**config.mk**
```make
export PLATFORM = sky130hd
export DESIGN_NAME = mem_stage_access
export DESIGN_NICKNAME = d
export VERILOG_FILES = /design/src/rtl/riscv_pkg.sv /design/src/rtl/mem_req_fsm.sv /design/src/rtl/mem_stage_access.sv
export SDC_FILE = /design/constraint.sdc
export NUM_CORES = 1
export LEC_CHECK = 0
export CAP_MARGIN = 5
export CORE_MARGIN = 2
export CORE_UTILIZATION = 38
export DETAILED_ROUTE_END_ITERATION = 6
export PLACE_DENSITY = 0.76
export SLEW_MARGIN = 5
export SYNTH_ARGS = -nofsm -noshare
export SYNTH_HDL_FRONTEND = slang
export SYNTH_SLANG_ARGS = --single-unit
```
**constraint.sdc**
```tcl
create_clock -name clk -period 1.6 [get_ports clk]
set_input_delay 0.32 -clock clk [delete_from_list [all_inputs] [get_ports clk]]
set_output_delay 0.32 -clock clk [all_outputs]
set_load 0.01 [all_outputs]
```
**src/rtl/riscv_pkg.sv**
```systemverilog
// Shared types and constants for the RISC-V pipeline MEM stage.
package riscv_pkg;

  localparam int N    = 32;
  localparam int RA_W = 5;

  typedef enum logic [1:0] {
    IDLE = 2'd0,
    REQ  = 2'd1,
    RESP = 2'd2,
    DONE = 2'd3
  } mem_state_t;

  // Word accesses only: the two low address bits must be zero.
  function automatic logic is_aligned(input logic [1:0] addr_lsbs);
    return addr_lsbs == 2'b00;
  endfunction

endpackage

```
**src/rtl/mem_req_fsm.sv**
```systemverilog
// Data-memory access sequencer: request latches, valid/ready handshake,
// load-data capture, pipeline stall and misaligned-access reporting.
module mem_req_fsm #(
  parameter int N = riscv_pkg::N
) (
  input  logic         clk,
  input  logic         rst,
  input  logic         mem_read,
  input  logic         mem_write,
  input  logic [N-1:0] addr,
  input  logic [N-1:0] wdata,
  input  logic         en_MemWb,
  output logic         dmem_req_valid,
  input  logic         dmem_req_ready,
  output logic         dmem_we,
  output logic [N-1:0] dmem_addr,
  output logic [N-1:0] dmem_wdata,
  input  logic         dmem_rsp_valid,
  input  logic [N-1:0] dmem_rdata,
  output logic [N-1:0] load_data,
  output logic         done_load,
  output logic         misaligned_now,
  output logic         mem_stall,
  output logic         mem_misaligned
);
  import riscv_pkg::*;

  mem_state_t state_q;
  mem_state_t state_d;
  logic       acc;
  logic       aligned;
  logic       start;

  // A simultaneous read+write is treated as a store, so MemWrite alone decides direction.
  assign acc     = mem_read | mem_write;
  assign aligned = is_aligned(addr[1:0]);
  assign start   = (state_q == IDLE) && acc && aligned;

  // Next-state, stall and request-valid decode for the current state.
  always_comb begin
    // NOTE: every output of this block gets a default first, so no path leaves one unassigned and no latch is inferred.
    state_d        = state_q;
    mem_stall      = 1'b0;
    dmem_req_valid = 1'b0;
    misaligned_now = 1'b0;
    unique case (state_q)
      IDLE: begin
        if (acc && aligned) begin
          mem_stall = 1'b1;
          state_d   = REQ;
        end else if (acc) begin
          misaligned_now = 1'b1;
        end
      end
      REQ: begin
        mem_stall      = 1'b1;
        dmem_req_valid = 1'b1;
        if (dmem_req_ready) state_d = dmem_we ? DONE : RESP;
      end
      RESP: begin
        mem_stall = 1'b1;
        if (dmem_rsp_valid) state_d = DONE;
      end
      DONE: begin
        if (en_MemWb) state_d = IDLE;
      end
      default: state_d = IDLE;
    endcase
  end

  assign done_load = (state_q == DONE) && !dmem_we;

  // State register, request latches, load-data capture and misaligned pulse.
  always_ff @(posedge clk) begin
    // NOTE: non-blocking assignments here so every register samples pre-edge values regardless of statement order.
    if (rst) begin
      state_q        <= IDLE;
      dmem_we        <= 1'b0;
      dmem_addr      <= '0;
      dmem_wdata     <= '0;
      load_data      <= '0;
      mem_misaligned <= 1'b0;
    end else begin
      state_q <= state_d;
      // Request fields are frozen from detection until the bus accepts them.
      if (start) begin
        dmem_we    <= mem_write;
        dmem_addr  <= addr;
        dmem_wdata <= wdata;
      end
      // Responses outside RESP are not ours and are dropped.
      if (state_q == RESP && dmem_rsp_valid) load_data <= dmem_rdata;
      // Pulse once, in the cycle the faulting instruction reaches MEM/WB.
      mem_misaligned <= misaligned_now && en_MemWb;
    end
  end

endmodule

```
**src/rtl/mem_stage_access.sv**
```systemverilog
// MEM stage: data-memory access sequencing, MEM/WB pipeline register and
// forwarding pass-through of the EX/MEM ALU result and destination register.
module mem_stage_access #(
  parameter int N    = riscv_pkg::N,
  parameter int RA_W = riscv_pkg::RA_W
) (
  input  logic            clk,
  input  logic            rst,
  input  logic            en_MemWb,
  input  logic            ExMem_RegwriteStage3,
  input  logic            ExMem_MemReadStage3,
  input  logic            ExMem_MemWriteStage3,
  input  logic            ExMem_MemtoRegStage3,
  input  logic [N-1:0]    ExMem_AluResult_Stage3,
  input  logic [N-1:0]    ExMem_ReadData2Bypass,
  input  logic [RA_W-1:0] ExMem_RdAddStage3,
  output logic            dmem_req_valid,
  input  logic            dmem_req_ready,
  output logic            dmem_we,
  output logic [N-1:0]    dmem_addr,
  output logic [N-1:0]    dmem_wdata,
  input  logic            dmem_rsp_valid,
  input  logic [N-1:0]    dmem_rdata,
  output logic            mem_stall,
  output logic            mem_misaligned,
  output logic [N-1:0]    ExMem_AluResult_Stage4,
  output logic [RA_W-1:0] ExMem_RdAddStage4,
  output logic            MemWb_Regwrite,
  output logic            MemWb_MemtoReg,
  output logic [N-1:0]    MemWb_ReadData,
  output logic [N-1:0]    MemWb_AluResult,
  output logic [RA_W-1:0] MemWb_RdAdd
);
  import riscv_pkg::*;

  logic [N-1:0] load_data;
  logic         done_load;
  logic         misaligned_now;

  mem_req_fsm #(.N(N)) u_fsm (
    .clk            (clk),
    .rst            (rst),
    .mem_read       (ExMem_MemReadStage3),
    .mem_write      (ExMem_MemWriteStage3),
    .addr           (ExMem_AluResult_Stage3),
    .wdata          (ExMem_ReadData2Bypass),
    .en_MemWb       (en_MemWb),
    .dmem_req_valid (dmem_req_valid),
    .dmem_req_ready (dmem_req_ready),
    .dmem_we        (dmem_we),
    .dmem_addr      (dmem_addr),
    .dmem_wdata     (dmem_wdata),
    .dmem_rsp_valid (dmem_rsp_valid),
    .dmem_rdata     (dmem_rdata),
    .load_data      (load_data),
    .done_load      (done_load),
    .misaligned_now (misaligned_now),
    .mem_stall      (mem_stall),
    .mem_misaligned (mem_misaligned)
  );

  assign ExMem_AluResult_Stage4 = ExMem_AluResult_Stage3;
  assign ExMem_RdAddStage4      = ExMem_RdAddStage3;

  // MEM/WB register: advances only when hazard control allows and no access is in flight.
  always_ff @(posedge clk) begin
    if (rst) begin
      MemWb_Regwrite  <= 1'b0;
      MemWb_MemtoReg  <= 1'b0;
      MemWb_ReadData  <= '0;
      MemWb_AluResult <= '0;
      MemWb_RdAdd     <= '0;
    end else if (en_MemWb && !mem_stall) begin
      // A misaligned access is squashed so it cannot write the register file.
      MemWb_Regwrite  <= ExMem_RegwriteStage3 && !misaligned_now;
      MemWb_MemtoReg  <= ExMem_MemtoRegStage3;
      MemWb_AluResult <= ExMem_AluResult_Stage3;
      MemWb_RdAdd     <= ExMem_RdAddStage3;
      if (done_load) MemWb_ReadData <= load_data;
    end
  end

endmodule

```
==> flow_summary.json <==
{
  "instances_no_fill": 1352,
  "synthTopCellsByCount": "nand2_1 (268), dfxtp_1 (171), a21oi_1 (136)",
  "clock_path_buffers": 2,
  "netlist_top_cells_area": "dfxtp_1 (52%), nand2_1 (15%), a21oi_1 (10%), nand2b_1 (6.2%), mux2i_1 (4.8%)",
  "cellPowerDensity_nw_per_um2": 1270,
  "die_x_um": 136,
  "synth_edf_count": 0,
  "synthDistinctLibCells": 27,
  "finalHoldViolations": 0,
  "nNetsFinal": 1230,
  "p_leak_nw": 4.86,
  "clock_sinks": 171,
  "io_buffers": 285,
  "num_rows": 48,
  "setup_slack_ns": -0.192,
  "pin_count": 286,
  "fin_skew_ns": 0.00839,
  "critPathMaxFanout": 7,
  "wire_per_inst_um": 16.4,
  "wl_um": 22200,
  "rsz0062_at_grt": "true",
  "worstSetupStartpointType": "flop",
  "status": "complete, but fails checks",
  "fmax_mhz": 558,
  "violations": "setup timing",
  "synth_top_area_share_pct": 51.6,
  "grt-ovfl-total": 0,
  "fillers": 1469,
  "finalSetupViolations": 74,
  "vias": 6404,
  "root_buffer": "clkbuf_16",
  "critPathCaptureType": "flop",
  "synth-compound-area-share_pct": 11.6,
  "num_antenna_cells": 0,
  "synth_xor_area_share_pct": 0,
  "synth_area_leader_cell": "dfxtp_1",
  "antenna_found_initial": 0,
  "htreeDepth": 4,
  "synthesis.nets": 914,
  "yosysSeqAreaShare_pct": 51.6,
  "die-area_um2": 18500,
  "cp.arrival_ns": 2.09,
  "synth_top_family_by_area": "simple AND/OR/NAND/NOR gates",
  "slew_violations": 0,
  "start_util_pct": 38.6,
  "grt.met2_usage_pct": 39.6,
  "hold_path.class": "in -> reg",
  "dp_cells": 1288,
  "yosys.area_share.simple_pct": 22.5,
  "required_ns": 1.90,
  "ys_seq_elements": 171,
  "globalplace.congestion": 0.834,
  "ir_worst_vdd_mv": 0.768,
  "cts_tree": "built",
  "netlist_area_um2": 6630,
  "cts_buffers": 17,
  "slew_headroom_pct": 79.4,
  "use_met1_pct": 25.9,
  "grt_pass1_wl_um": 32100,
  "dr.pass1.iters": 5,
  "synthArstFlopShare_pct": 0,
  "areaGrowthSynthToFinish_pct": 70.7,
  "synth-main-ff-cell": "dfxtp_1",
  "period_minus_slack_ns": 1.79,
  "finalPower_w": 0.0144,
  "crit_type": "reg -> reg",
  "dpl.hpwl_um": 13300,
  "synthMuxAreaShare_pct": 4.83,
  "drive_gt1_share_pct": 20.0,
  "drtAntennaViolNets": 0,
  "viasPerCell": 4.74,
  "syn_area_per_cell_um2": 8.31,
  "ctsHoldBuffers": 0,
  "fin_util_pct": 65.9,
  "drc_errors": 0,
  "syn_inst": 798,
  "core_area_um2": 17200,
  "grt_pass1_vias": 6177,
  "clk-insertion-delay-late_ns": 0.43,
  "finalCritPeriodShare_pct": 112,
  "top_usage_layer": "met2",
  "clkTransAtPathRegs_ns": 0.06,
  "ys_warn_count": 0,
  "synth.most_common_cell": "nand2_1",
  "max-cap-violations": 0,
  "drtIter0Drc": 214,
  "met3_usage_pct": 7.08,
  "multiInputGateArea_um2": 3020,
  "synth-adder-area-share_pct": 1.13,
  "place_ws_ns": -0.637,
  "tightest_slew_ns": 0.308,
  "grt_max_degree": 54,
  "die_h_um": 136,
  "track_usage_pct": 22.5,
  "layout.area.seq_um2": 3430
}
state kept, by name, indices dropped and copies added, names as in the netlist:
register              count
MemWb_AluResult          32
MemWb_ReadData           32
u_fsm.dmem_addr          32
u_fsm.dmem_wdata         32
u_fsm.load_data          32
MemWb_RdAdd               5
u_fsm.state_q             2
MemWb_MemtoReg            1
MemWb_Regwrite            1
u_fsm.dmem_we             1
u_fsm.mem_misaligned      1
per-stage QoR:
stage / TNS, ns / area (um2) / hold slack [ns]
floorplan: 0 / 6670 / 0.437
global placement: -68.46 / 9990 / 0.439
detailed placement: -73.50 / 9990 / 0.443
CTS: -8.16 / 11000 / 0.269
global route: -14.00 / 11300 / 0.289
finish: -7.50 / 11300 / 0.276
logic make-up after synthesis:
| kind of cell | Yosys count |
|---|---|
| flip-flops | 171 |
| buffers and inverters | 97 |
| AND/OR/NAND/NOR | 347 |
| AO/OA/AOI/OAI | 145 |
| adder cells (fa/ha/maj) | 6 |
| multiplexers | 32 |
layer usage:
metal | part of all wire [%] | up-vias
met2 | 51 | 212
li1 | - | 3171
met1 | 41 | 2993
met3 | 6.9 | 28
met5 | 0 | -
met4 | 1.7 | 0
cell type report:
| class | instances | area share, % |
|---|---|---|
| well taps | 225 | 2.49 |
| flip-flops and latches | 171 | 30.3 |
| clock inverters | 11 | 1.38 |
| multi-input cells | 530 | 26.7 |
| clock buffers | 21 | 4.25 |
| repair buffers | 389 | 34.7 |
| inverters | 5 | 0.210 |
report_power, final:
part	leakage, nW	switching, W	internal (W)
registers	1.39	0.000253	0.00468
logic	3.16	0.00241	0.00261
clock network	0.303	0.00177	0.00265
worst max-delay path, cell delays in order, from the launching register on:
cell,delay (ns)
dfxtp_4,0.36
buf_6,0.12
ha_4,0.17
buf_4,0.14
o311a_4,0.46
buf_6,0.15
buf_12,0.14
nand2_2,0.07
a21oi_1,0.05
cells in the final DEF (no fill, tap or decap), types with 2 or more instances in the layout:
cell type        count
clkbuf_8             4
clkbuf_16           22
nor3b_1              2
buf_6               17
dlygate4sd2_1      174
inv_6                3
ha_4                 3
buf_12              16
nand2_1            223
bufinv_16            3
mux2i_1             30
dfxtp_1            169
or2_4                2
clkdlybuf4s50_1    108
nor2_1               2
inv_1                3
nand2_4             15
a21oi_1            116
dfxtp_4              2
a21oi_2             20
mux2i_2              2
clkinv_4             2
ha_1                 2
nand2_2             30
clkinvlp_4           3
buf_16               8
inv_4                2
buf_4               59
nand2b_1            65
worst paths after layout:
kind	startpoint	to	slack, ns	cells after the start
min	rst	u_fsm.state_q[1]	0.28	2
min reg2reg	u_fsm.dmem_wdata[17]	u_fsm.dmem_wdata[17]	0.45	2
max reg2reg	u_fsm.state_q[0]	MemWb_AluResult[30]	-0.19	8
max	u_fsm.state_q[0]	MemWb_AluResult[30]	-0.19	8
repair_timing:
action / CTS / global route
endpoints found under the setup margin: 286 / 129
cloned: 12 / 6
buffers inserted: 17 / 2
pin swaps: 17 / 22
gates resized for setup: 229 / 79
endpoints found under the hold margin: 0 / 0
No activity file was read; power rests on OpenSTA's default activity.
==> edit (same settings) <==
Change the package constant `RA_W` from 5 to 10.
--- a/src/rtl/riscv_pkg.sv
+++ b/src/rtl/riscv_pkg.sv
@@ -2,7 +2,7 @@
 package riscv_pkg;
 
   localparam int N    = 32;
-  localparam int RA_W = 5;
+  localparam int RA_W = 10;
 
   typedef enum logic [1:0] {
     IDLE = 2'd0,
Interface: changed (resized ExMem_RdAddStage3, ExMem_RdAddStage4 and MemWb_RdAdd); port bits go from 286 to 301. The function was not compared with the original's and may differ.
==> edit against the unedited design <==
Worst hold slack better by 0.017 ns. Highest routed layer unchanged. Setup slack better by 0.031 ns. Design area up 1.1%. Sequential cell count grew 5. Via count up 3.1%. The run still ends with negative setup slack left. Power decreased by 4.2%. Wire length down 4.1%. Synthesized area up 3.2%. Largest cell class unchanged. Fmax is 1.8% higher.
==> edit: results (changes against the unedited design) <==
outcome: "complete, but fails checks"
violations: "negative setup slack"
fin_skew_ns: 0.007062  # -0.001325 ns
clock_latency_ns: 0.42
grt_antenna_before_repair: 1  # +1
port_buffers: 300  # +5.3%
seq_share: 0.3082  # +0.005096
grt_pass1_wl_um: 31910  # -0.47%
gp_congestion: 0.7931  # -4.8%
pg_clk_mw: 4.09  # -7.5%
netlist_top_cells_count: "nand2_1, dfxtp_1, a21oi_1"
drt-pass1-iter-count: 4  # -1
multi_input_gates: 545  # +2.8%
antennaDiodeCount: 1  # +1
layout-drive-gt1-share: 0.1871  # -0.01253
synthTopCellsByArea: "dfxtp_1, nand2_1, a21oi_1"
netSwitchingFraction: 0.3144  # +0.005842
n_clock_buffer: 19  # -9.5%
clk_share: 0.05075  # -0.005520
setup_viol: 72  # -2.7%
p_total_mw: 13.77  # -4.2%
min_to: "MemWb_AluResult[18]"
worstPathArrival_ns: 2.11  # +0.02 ns
whs_ns: 0.2930  # +0.01683 ns
worst_slack_ns: -0.1610  # +0.03089 ns
fillers: 1480  # +0.75%
synth_nets: 947  # +3.6%
cellLeakagePower_nw: 4.916  # +1.3%
max_stage_delay_ns: 0.36  # -0.10 ns
seq_area_frac_synth: 0.5152  # -0.001237
ir_drop_uv: 692.1  # -9.9%
vias_per_cell: 4.787  # +1.1%
grt_pass1_vias: 6174  # -0.049%
nets: 1257  # +2.2%
synth-seq-cells: 176  # +2.9%
hpwl_um: 14190  # +6.4%
r2r_cells: 9  # +1
grt_max_degree: 66  # +22%
cts_setup_buffers: 7  # -10
buffer_area_frac: 0.3353  # -0.01156
cts_resized: 216  # -5.7%
signal_buffers: 391  # +0.51%
max_slew_margin: 0.6763  # -0.1182
drt_iter0_drc: 253  # +18%
rr_endpoint: "MemWb_AluResult[1]"
preCtsSetupSlack_ns: -0.7910  # -0.1538 ns
multiInputGateArea_mm2: 0.003189  # +5.6%
power_frac_seq: 0.373  # +0.030
cpMaxStageDelayCell: "o311ai_4"
## edit: worst max-delay path by stage
stage	startpoint	end	slack [ns]	cells after the start
after floorplan	ExMem_AluResult_Stage3[0]	MemWb_ReadData[10]	-0.06	7
after global placement	ExMem_AluResult_Stage3[0]	mem_stall	-0.72	6
after detailed placement	ExMem_AluResult_Stage3[1]	MemWb_ReadData[31]	-0.79	7
after CTS	u_fsm.state_q[0]	mem_stall	-0.17	7
after global routing	u_fsm.state_q[0]	MemWb_AluResult[1]	-0.22	9
final	u_fsm.state_q[0]	MemWb_AluResult[1]	-0.16	9
## edit: stage by stage
| step | setup TNS, ns | cells | area, µm² |
|---|---|---|---|
| after floorplan | -1.921 | 826 | 6880 |
| after global routing | -9.318 | 1378 | 11440 |
| after CTS | -9.703 | 1370 | 10880 |
| after global placement | -97.30 | 1327 | 10290 |
| final | -3.830 | 1379 | 11440 |
| after detailed placement | -101.23 | 1327 | 10290 |
## edit: kinds of logic (layout without fill, tap and decap cells)
| kind of cell | after synthesis | in the layout | share of synthesized area |
|---|---|---|---|
| muxes | 32 | 32 | 0.04684 |
| adders and majority gates | 6 | 6 | 0.01098 |
| DFF | 176 | 176 | 0.5152 |
| AOI/OAI and AO/OA | 150 | 150 | 0.1160 |
| buffers and inverters | 105 | 428 | 0.08763 |
| and+or+nand+nor | 357 | 357 | 0.2234 |
| other | 0 | 1 | 0 |
## edit: layer usage
| layer | wire length [µm] | GRT usage | vias up |
|---|---|---|---|
| met5 | 0 | 0 | - |
| met4 | 563 | 0.06552 | 0 |
| met3 | 1579 | 0.07205 | 37 |
| met2 | 10580 | 0.3580 | 228 |
| met1 | 8544 | 0.2403 | 3091 |
| li1 | - | - | 3245 |
